[config.mk]
export PLATFORM = sky130hd
export DESIGN_NAME = fire_scheduler_flat
export DESIGN_NICKNAME = d
export VERILOG_FILES = /design/src/rtl/fire_scheduler_if.sv /design/src/rtl/fire_scheduler.sv /design/src/flat_wrapper.sv
export SDC_FILE = /design/constraint.sdc
export NUM_CORES = 1
export LEC_CHECK = 0
export ABC_AREA = 1
export CORE_MARGIN = 1.5
export CORE_UTILIZATION = 40
export DETAILED_ROUTE_END_ITERATION = 8
export SYNTH_ARGS = -nofsm -noshare
export SYNTH_HDL_FRONTEND = slang
export SYNTH_SLANG_ARGS = --single-unit
[constraint.sdc]
create_clock -name clk -period 5.1 [get_ports clk]
set_input_delay 0.765 -clock clk [delete_from_list [all_inputs] [get_ports clk]]
set_output_delay 0.765 -clock clk [all_outputs]
set_load 0.02 [all_outputs]
[src/rtl/fire_scheduler_if.sv]
// Transition-select bus between the fire scheduler and a generated
// synchronous circuit model. The scheduler side is the master: it samples
// control, mask and model nets, and drives the fire index and status.
interface fire_scheduler_if #(
  parameter int N  = 4,
  parameter int FW = $clog2(N + 1)
);
  logic          run;
  logic          step;
  logic          det;
  logic [N-1:0]  mask;
  logic [N-1:0]  precap;
  logic [N-1:0]  value;
  logic [FW-1:0] fire;
  logic          fire_valid;
  logic          step_done;
  logic          deadlock;
  logic [31:0]   fire_count;

  modport master (
    input  run, step, det, mask, precap, value,
    output fire, fire_valid, step_done, deadlock, fire_count
  );

  modport slave (
    output run, step, det, mask, precap, value,
    input  fire, fire_valid, step_done, deadlock, fire_count
  );
endinterface

[src/rtl/fire_scheduler.sv]
// Fire scheduler: picks one excited, unmasked transition of a generated
// circuit model and drives its index on `fire` for exactly one cycle.
// Each fire is a SELECT / FIRE / SETTLE sequence, so the model's nets have
// a full cycle to settle before the next decision. Selection is either
// round-robin from the last fired index or offset by a 16-bit LFSR that
// advances once per fire, which keeps random runs reproducible per SEED.
module fire_scheduler #(
  parameter int          N    = 4,
  parameter int          FW   = $clog2(N + 1),
  parameter logic [15:0] SEED = 16'hACE1
) (
  input  logic              clk,
  input  logic              reset,
  fire_scheduler_if.master  bus
);

  typedef enum logic [2:0] {
    IDLE,
    SELECT,
    FIRE,
    SETTLE,
    DEADLOCK
  } state_t;

  // An all-zero LFSR would lock up, so a zero seed falls back to the default.
  localparam logic [15:0]   SEED_EFF = (SEED == 16'h0000) ? 16'hACE1 : SEED;
  localparam logic [FW-1:0] NOOP     = FW'(N);
  localparam logic [FW-1:0] LAST     = FW'(N - 1);
  localparam int            PADW     = (1 << FW);

  state_t        state, state_n;
  logic [FW-1:0] fire_q, fire_n;
  logic          fire_valid_q, fire_valid_n;
  logic          step_done_q, step_done_n;
  logic          deadlock_q, deadlock_n;
  logic [31:0]   fire_count_q, fire_count_n;
  logic [FW-1:0] ptr_q, ptr_n;
  logic [15:0]   lfsr_q, lfsr_n;
  logic          stepping_q, stepping_n;

  logic [N-1:0]    excited;
  logic [PADW-1:0] excited_pad;
  logic            any_excited;
  logic [FW-1:0]   start_rr;
  logic [FW-1:0]   start_rand;
  logic [FW-1:0]   start;
  logic [FW-1:0]   choice;
  logic            found;
  logic [FW:0]     idx;
  logic [15:0]     lfsr_step;

  // Excitation: the DFF would change if enabled, and the transition is allowed.
  assign excited     = (bus.precap ^ bus.value) & bus.mask;
  // Padding lets the scan index the vector with a full FW-bit index.
  assign excited_pad = {{(PADW - N){1'b0}}, excited};
  assign any_excited = |excited;

  assign start_rr   = (ptr_q >= LAST) ? '0 : ptr_q + FW'(1);
  assign start_rand = FW'(lfsr_q % 16'(N));
  assign start      = bus.det ? start_rr : start_rand;
  assign lfsr_step  = {lfsr_q[14:0], lfsr_q[15] ^ lfsr_q[13] ^ lfsr_q[12] ^ lfsr_q[10]};

  // Scan N indices modulo N from the start point; the first excited one wins.
  always_comb begin
    // NOTE: every always_comb output gets a default before any branch,
    // otherwise an unassigned path infers a latch.
    choice = NOOP;
    found  = 1'b0;
    idx    = '0;
    for (int i = 0; i < N; i++) begin
      idx = {1'b0, start} + (FW + 1)'(i);
      if (idx >= (FW + 1)'(N)) begin
        idx = idx - (FW + 1)'(N);
      end
      if (!found && excited_pad[idx[FW-1:0]]) begin
        choice = idx[FW-1:0];
        found  = 1'b1;
      end
    end
  end

  // Next-state and next-output logic; every output is registered below.
  always_comb begin
    state_n      = state;
    fire_n       = fire_q;
    step_done_n  = 1'b0;
    deadlock_n   = deadlock_q;
    fire_count_n = fire_count_q;
    ptr_n        = ptr_q;
    lfsr_n       = lfsr_q;
    stepping_n   = stepping_q;

    unique case (state)
      IDLE: begin
        fire_n = NOOP;
        if (bus.run || bus.step) begin
          state_n    = SELECT;
          stepping_n = !bus.run;
        end
      end

      SELECT: begin
        if (!any_excited) begin
          state_n    = DEADLOCK;
          deadlock_n = 1'b1;
          fire_n     = NOOP;
        end else begin
          state_n = FIRE;
          fire_n  = choice;
        end
      end

      FIRE: begin
        // The model captures at the edge that ends this cycle.
        state_n      = SETTLE;
        fire_n       = NOOP;
        ptr_n        = fire_q;
        fire_count_n = (&fire_count_q) ? fire_count_q : fire_count_q + 32'd1;
        lfsr_n       = lfsr_step;
        // Raised here so the pulse lines up with the SETTLE cycle.
        step_done_n  = stepping_q;
      end

      SETTLE: begin
        fire_n = NOOP;
        if (stepping_q) begin
          state_n = IDLE;
        end else if (bus.run) begin
          state_n = SELECT;
        end else begin
          state_n = IDLE;
        end
      end

      DEADLOCK: begin
        fire_n = NOOP;
        if (any_excited && (bus.run || stepping_q)) begin
          state_n    = SELECT;
          deadlock_n = 1'b0;
        end else if (!bus.run && !stepping_q) begin
          state_n    = IDLE;
          deadlock_n = 1'b0;
        end
      end

      default: begin
        state_n    = IDLE;
        fire_n     = NOOP;
        deadlock_n = 1'b0;
      end
    endcase

    fire_valid_n = (fire_n != NOOP);
  end

  // State and output registers; reset aborts any in-flight fire at once.
  always_ff @(posedge clk or negedge reset) begin
    if (!reset) begin
      state        <= IDLE;
      fire_q       <= NOOP;
      fire_valid_q <= 1'b0;
      step_done_q  <= 1'b0;
      deadlock_q   <= 1'b0;
      fire_count_q <= '0;
      ptr_q        <= LAST;
      lfsr_q       <= SEED_EFF;
      stepping_q   <= 1'b0;
    end else begin
      // NOTE: non-blocking assignments here so every register samples the
      // pre-edge values computed by the combinational block.
      state        <= state_n;
      fire_q       <= fire_n;
      fire_valid_q <= fire_valid_n;
      step_done_q  <= step_done_n;
      deadlock_q   <= deadlock_n;
      fire_count_q <= fire_count_n;
      ptr_q        <= ptr_n;
      lfsr_q       <= lfsr_n;
      stepping_q   <= stepping_n;
    end
  end

  assign bus.fire       = fire_q;
  assign bus.fire_valid = fire_valid_q;
  assign bus.step_done  = step_done_q;
  assign bus.deadlock   = deadlock_q;
  assign bus.fire_count = fire_count_q;

endmodule

[src/flat_wrapper.sv]
// flat-port wrapper written by rule: the top's interface ports become plain ports
module fire_scheduler_flat 
#(
  parameter int          N    = 4,
  parameter int          FW   = $clog2(N + 1),
  parameter logic [15:0] SEED = 16'hACE1
)
  (clk, reset, bus_run, bus_step, bus_det, bus_mask, bus_precap, bus_value, bus_fire, bus_fire_valid, bus_step_done, bus_deadlock, bus_fire_count);
  fire_scheduler_if #(.N(N), .FW(FW)) bus_i ();
  input  logic clk;
  input  logic reset;
  input wire logic [$bits(bus_i.run)-1:0] bus_run;
  input wire logic [$bits(bus_i.step)-1:0] bus_step;
  input wire logic [$bits(bus_i.det)-1:0] bus_det;
  input wire logic [$bits(bus_i.mask)-1:0] bus_mask;
  input wire logic [$bits(bus_i.precap)-1:0] bus_precap;
  input wire logic [$bits(bus_i.value)-1:0] bus_value;
  output wire logic [$bits(bus_i.fire)-1:0] bus_fire;
  output wire logic [$bits(bus_i.fire_valid)-1:0] bus_fire_valid;
  output wire logic [$bits(bus_i.step_done)-1:0] bus_step_done;
  output wire logic [$bits(bus_i.deadlock)-1:0] bus_deadlock;
  output wire logic [$bits(bus_i.fire_count)-1:0] bus_fire_count;
  assign bus_i.run = bus_run;
  assign bus_i.step = bus_step;
  assign bus_i.det = bus_det;
  assign bus_i.mask = bus_mask;
  assign bus_i.precap = bus_precap;
  assign bus_i.value = bus_value;
  assign bus_fire = bus_i.fire;
  assign bus_fire_valid = bus_i.fire_valid;
  assign bus_step_done = bus_i.step_done;
  assign bus_deadlock = bus_i.deadlock;
  assign bus_fire_count = bus_i.fire_count;
  fire_scheduler #(.N(N), .FW(FW), .SEED(SEED)) u_core (.clk(clk), .reset(reset), .bus(bus_i));
endmodule
==> results.yml <==
setup_path:
  cp.required_ns: 5.33
  criticalPathCategory: "input pin to register"
  setup.worst_path.end_class: "register"
  reg2reg_from: "u_core.ptr_q[0]$_DFFE_PN1P_"
  worst_r2r_path_depth: 15
  worst_ep_arrival_time_ns: 2.82
  cp-start-kind: "input pin"
  critical_path_peak_fanout: 10
  r2r_setup_slack_ns: 2.62
  timing.rr.end: "u_core.bus.fire_valid$_DFF_PN0_"
cts:
  insertion_delay_ns: 0.34
  gates_resized_cts_repair: 0
  postCtsSetupRepairBufs: 0
  cts_tree: "built"
  holdBufCountCts: 0
  cts_max_path_buffers: 2
  clk_pin_slew_ns: 0.06
  clockRootBuffer: "sky130_fd_sc_hd__clkbuf_8"
  tritoncts_num_sinks: 61
  cts_made_buffers: 9
  htree_num_levels: 3
logic_synthesis:
  avgSynthCellArea_um2: 7.90
  synth-async-reset-ratio_pct: 100
  number_of_enable_type_register_cells_in_the_synthesized_netlist: 0
  seq_area_frac_synth_pct: 44.3
  post_synth_inst_count: 440
  predominant_post_synthesis_flop_cell: "sky130_fd_sc_hd__dfrtp_1"
  netlist_area_um2: 3470
  synth-warning-count: 0
  ys_ff_latch: 61
  synth.distinct_cells: 33
  postSynthNetCount: 462
worst_hold_path:
  min_path_cells: 2
  hold_path.startpoint: "u_core.lfsr_q[6]$_DFFE_PN1P_"
  hold_end: "u_core.lfsr_q[6]$_DFFE_PN1P_"
  timing.hold.worst.class: "register to register"
timing:
  max_freq_mhz: 387
  finalSetupViolations: 0
  unrepaired_setup_endpoints_after_global_routing: "no"
  final_hold_viol_count: 0
  timing.setup.tns_ns: 0
  timing.final.crit_period_ns: 2.59
  worstMarginPinSlew_ns: 0.765
  clock-skew-final_ns: 0.0105
  final_max_slew_viol_count: 0
  post-route-period-util_pct: 50.7
  timing.slew.headroom_pct: 49.0
floorplanning:
  die_h_um: 96.2
  std_cell_rows: 33
  fp.dieW_um: 96.2
  die_area_um2: 9250
  core_um2: 8300
  io-pin-count: 55
  start_util_pct: 41.9
global_routing:
  global_route_wire_length_before_repair_um: 12900
  grt_busiest_layer: "met2"
  gr-usage-met3_pct: 4.98
  first_global_vias: 2789
  grt_antenna_before_repair: 0
  gr-usage-all-layers_pct: 18.2
  globalRouteMet2Util_pct: 29.3
  grt-ovfl-total: 0
  grt_start_max_net_pins: 62
  globalRouteMet1Util_pct: 23.6
routing:
  count_of_vias_placed_by_the_detailed_router: 2947
  drcViolationCount: 0
  drt-vias-per-instance: 4.84
  postRouteAntennaNets: 0
  route.final.wire_length_um: 7610
  first_iter_violations: 125
  avgRoutedWirePerCell_um: 12.5
  drt_pass1_iterations: 4
pwr:
  vdd.ir_drop.worst_uv: 205
  static-leakage-power_nw: 1.91
  share_clk_of_total_power_pct: 24.0
  power.density_nw_per_um2: 359
  share_seq_of_total_power_pct: 39.8
  p_int_mw: 0.939
  p_comb_share_pct: 36.3
  power.share.switching_pct: 38.9
  p_sw_mw: 0.597
finish:
  design.final.nets: 521
  mostFrequentLayoutCells: "135 x sky130_fd_sc_hd__nand2_1, 53 x sky130_fd_sc_hd__clkdlybuf4s50_1, 50 x sky130_fd_sc_hd__dfrtp_1"
  layout.cells.most_common: "sky130_fd_sc_hd__nand2_1"
  area_delta_synth_final_pct: 23.0
  layout.core_utilization_pct: 51.5
  n_antenna_cell: 0
  drive_gt1_share_pct: 12.1
job:
  max-cap-violations: 0
place:
  place_congestion: 0.847
  placement.io_buffers: 54
  detailed_place_hpwl_um: 5700
outcome:
  outcome: "finished clean"
## metal layers
layer | up-vias | wire [um] | part of all wire [%]
li1 | 1527 | - | -
met1 | 1355 | 3600 | 47
met2 | 53 | 3600 | 47
met3 | 12 | 290 | 3.8
met4 | 0 | 121 | 1.6
met5 | - | 0 | 0
## sequential cells by signal, summed over array words and instances (netlist names)
signal                 flops
u_core.bus.fire_count     32
u_core.lfsr_q             16
u_core.bus.fire            3
u_core.ptr_q               3
u_core.state               3
u_core.bus.deadlock        1
u_core.bus.fire_valid      1
u_core.bus.step_done       1
u_core.stepping_q          1
## layout make-up
| cell class | instances | area (um^2) |
|---|---|---|
| clock inverters | 2 | 10.0 |
| multi-input cells | 329 | 1730 |
| repair buffers | 56 | 551 |
| well taps | 105 | 131 |
| clock buffers | 14 | 153 |
| fillers | 806 | 4020 |
| flip-flops and latches | 61 | 1540 |
| inverters | 42 | 160 |
## worst max-delay path by stage
stage / start / endpoint / depth (start not counted)
2_1_floorplan: u_core.ptr_q[0]$_DFFE_PN1P_ / u_core.bus.fire[0]$_DFF_PN0_ / 15
3_3_place_gp: bus_det / u_core.bus.fire[0]$_DFF_PN0_ / 15
3_5_place_dp: bus_det / u_core.bus.fire_valid$_DFF_PN0_ / 15
4_1_cts: bus_det / u_core.bus.fire[0]$_DFF_PN0_ / 15
5_1_grt: bus_det / u_core.bus.fire[0]$_DFF_PN0_ / 14
6_report: bus_det / u_core.bus.fire_valid$_DFF_PN0_ / 15
## logic make-up (layout without fill, tap and decap cells)
| kind of cell | Yosys count | after routing | share of synthesized area, % |
|---|---|---|---|
| adders and majority gates | 5 | 5 | 1.80 |
| buffers and inverters | 50 | 114 | 5.87 |
| DFF | 61 | 61 | 44.3 |
| xor gates and xnor gates | 34 | 34 | 8.57 |
| and+or+nand+nor | 269 | 269 | 36.1 |
| AOI/OAI and AO/OA | 21 | 21 | 3.35 |
## synth_stat cells, types with 3 or more instances
cell type                  count  area, um^2
sky130_fd_sc_hd__a21oi_1       3        15.0
sky130_fd_sc_hd__clkbuf_1      4        15.0
sky130_fd_sc_hd__dfrtp_1      50        1250
sky130_fd_sc_hd__dfstp_2      11         289
sky130_fd_sc_hd__ha_1          5        62.6
sky130_fd_sc_hd__inv_1        36         135
sky130_fd_sc_hd__inv_2         5        18.8
sky130_fd_sc_hd__nand2_1     135         507
sky130_fd_sc_hd__nand2_2      11        68.8
sky130_fd_sc_hd__nand3_1      26         130
sky130_fd_sc_hd__nand4_1      14        87.6
sky130_fd_sc_hd__nor2_1       48         180
sky130_fd_sc_hd__nor2_2        5        31.3
sky130_fd_sc_hd__nor2_4        3        33.8
sky130_fd_sc_hd__nor3_1       11        55.1
sky130_fd_sc_hd__nor3_4        3        48.8
sky130_fd_sc_hd__nor4_1        7        43.8
sky130_fd_sc_hd__o21ai_0      10        50.1
sky130_fd_sc_hd__o21ai_1       4        20.0
sky130_fd_sc_hd__xnor2_1      15         131
sky130_fd_sc_hd__xor2_1       19         166
## power by group through the flow
stage	Clock, mW	Sequential (mW)	Combinational (mW)
2_1_floorplan	0	0.648	0.365
3_3_place_gp	0	0.619	0.550
3_5_place_dp	0	0.619	0.561
4_1_cts	0.380	0.612	0.563
5_1_grt	0.403	0.620	0.627
6_report	0.368	0.611	0.557
## worst max-delay path, cell delays in order
cell	delay, ns
sky130_fd_sc_hd__clkdlybuf4s50_1	0.51
sky130_fd_sc_hd__nand2_1	0.06
sky130_fd_sc_hd__inv_1	0.05
sky130_fd_sc_hd__nand3_1	0.07
sky130_fd_sc_hd__nand2_2	0.19
sky130_fd_sc_hd__inv_1	0.12
sky130_fd_sc_hd__ha_1	0.35
sky130_fd_sc_hd__inv_1	0.09
sky130_fd_sc_hd__nand3_1	0.09
sky130_fd_sc_hd__nand3_2	0.12
sky130_fd_sc_hd__nand2_1	0.06
sky130_fd_sc_hd__nor2_1	0.12
sky130_fd_sc_hd__nand2_1	0.08
sky130_fd_sc_hd__nand2_1	0.09
sky130_fd_sc_hd__inv_1	0.04
## per-stage QoR
stage | worst slack, ns | area, um^2 | total power [mW] | hold WS [ns] | cells
2_1_floorplan | 2.86 | 3470 | 1.01 | 0.442 | 440
6_report | 2.51 | 4280 | 1.54 | 0.461 | 609
3_5_place_dp | 2.17 | 4110 | 1.18 | 0.457 | 593
4_1_cts | 2.54 | 4280 | 1.55 | 0.466 | 609
3_3_place_gp | 2.24 | 4110 | 1.17 | 0.453 | 593
5_1_grt | 2.33 | 4280 | 1.65 | 0.487 | 609
Note: power is estimated with default switching activity, not from simulation.
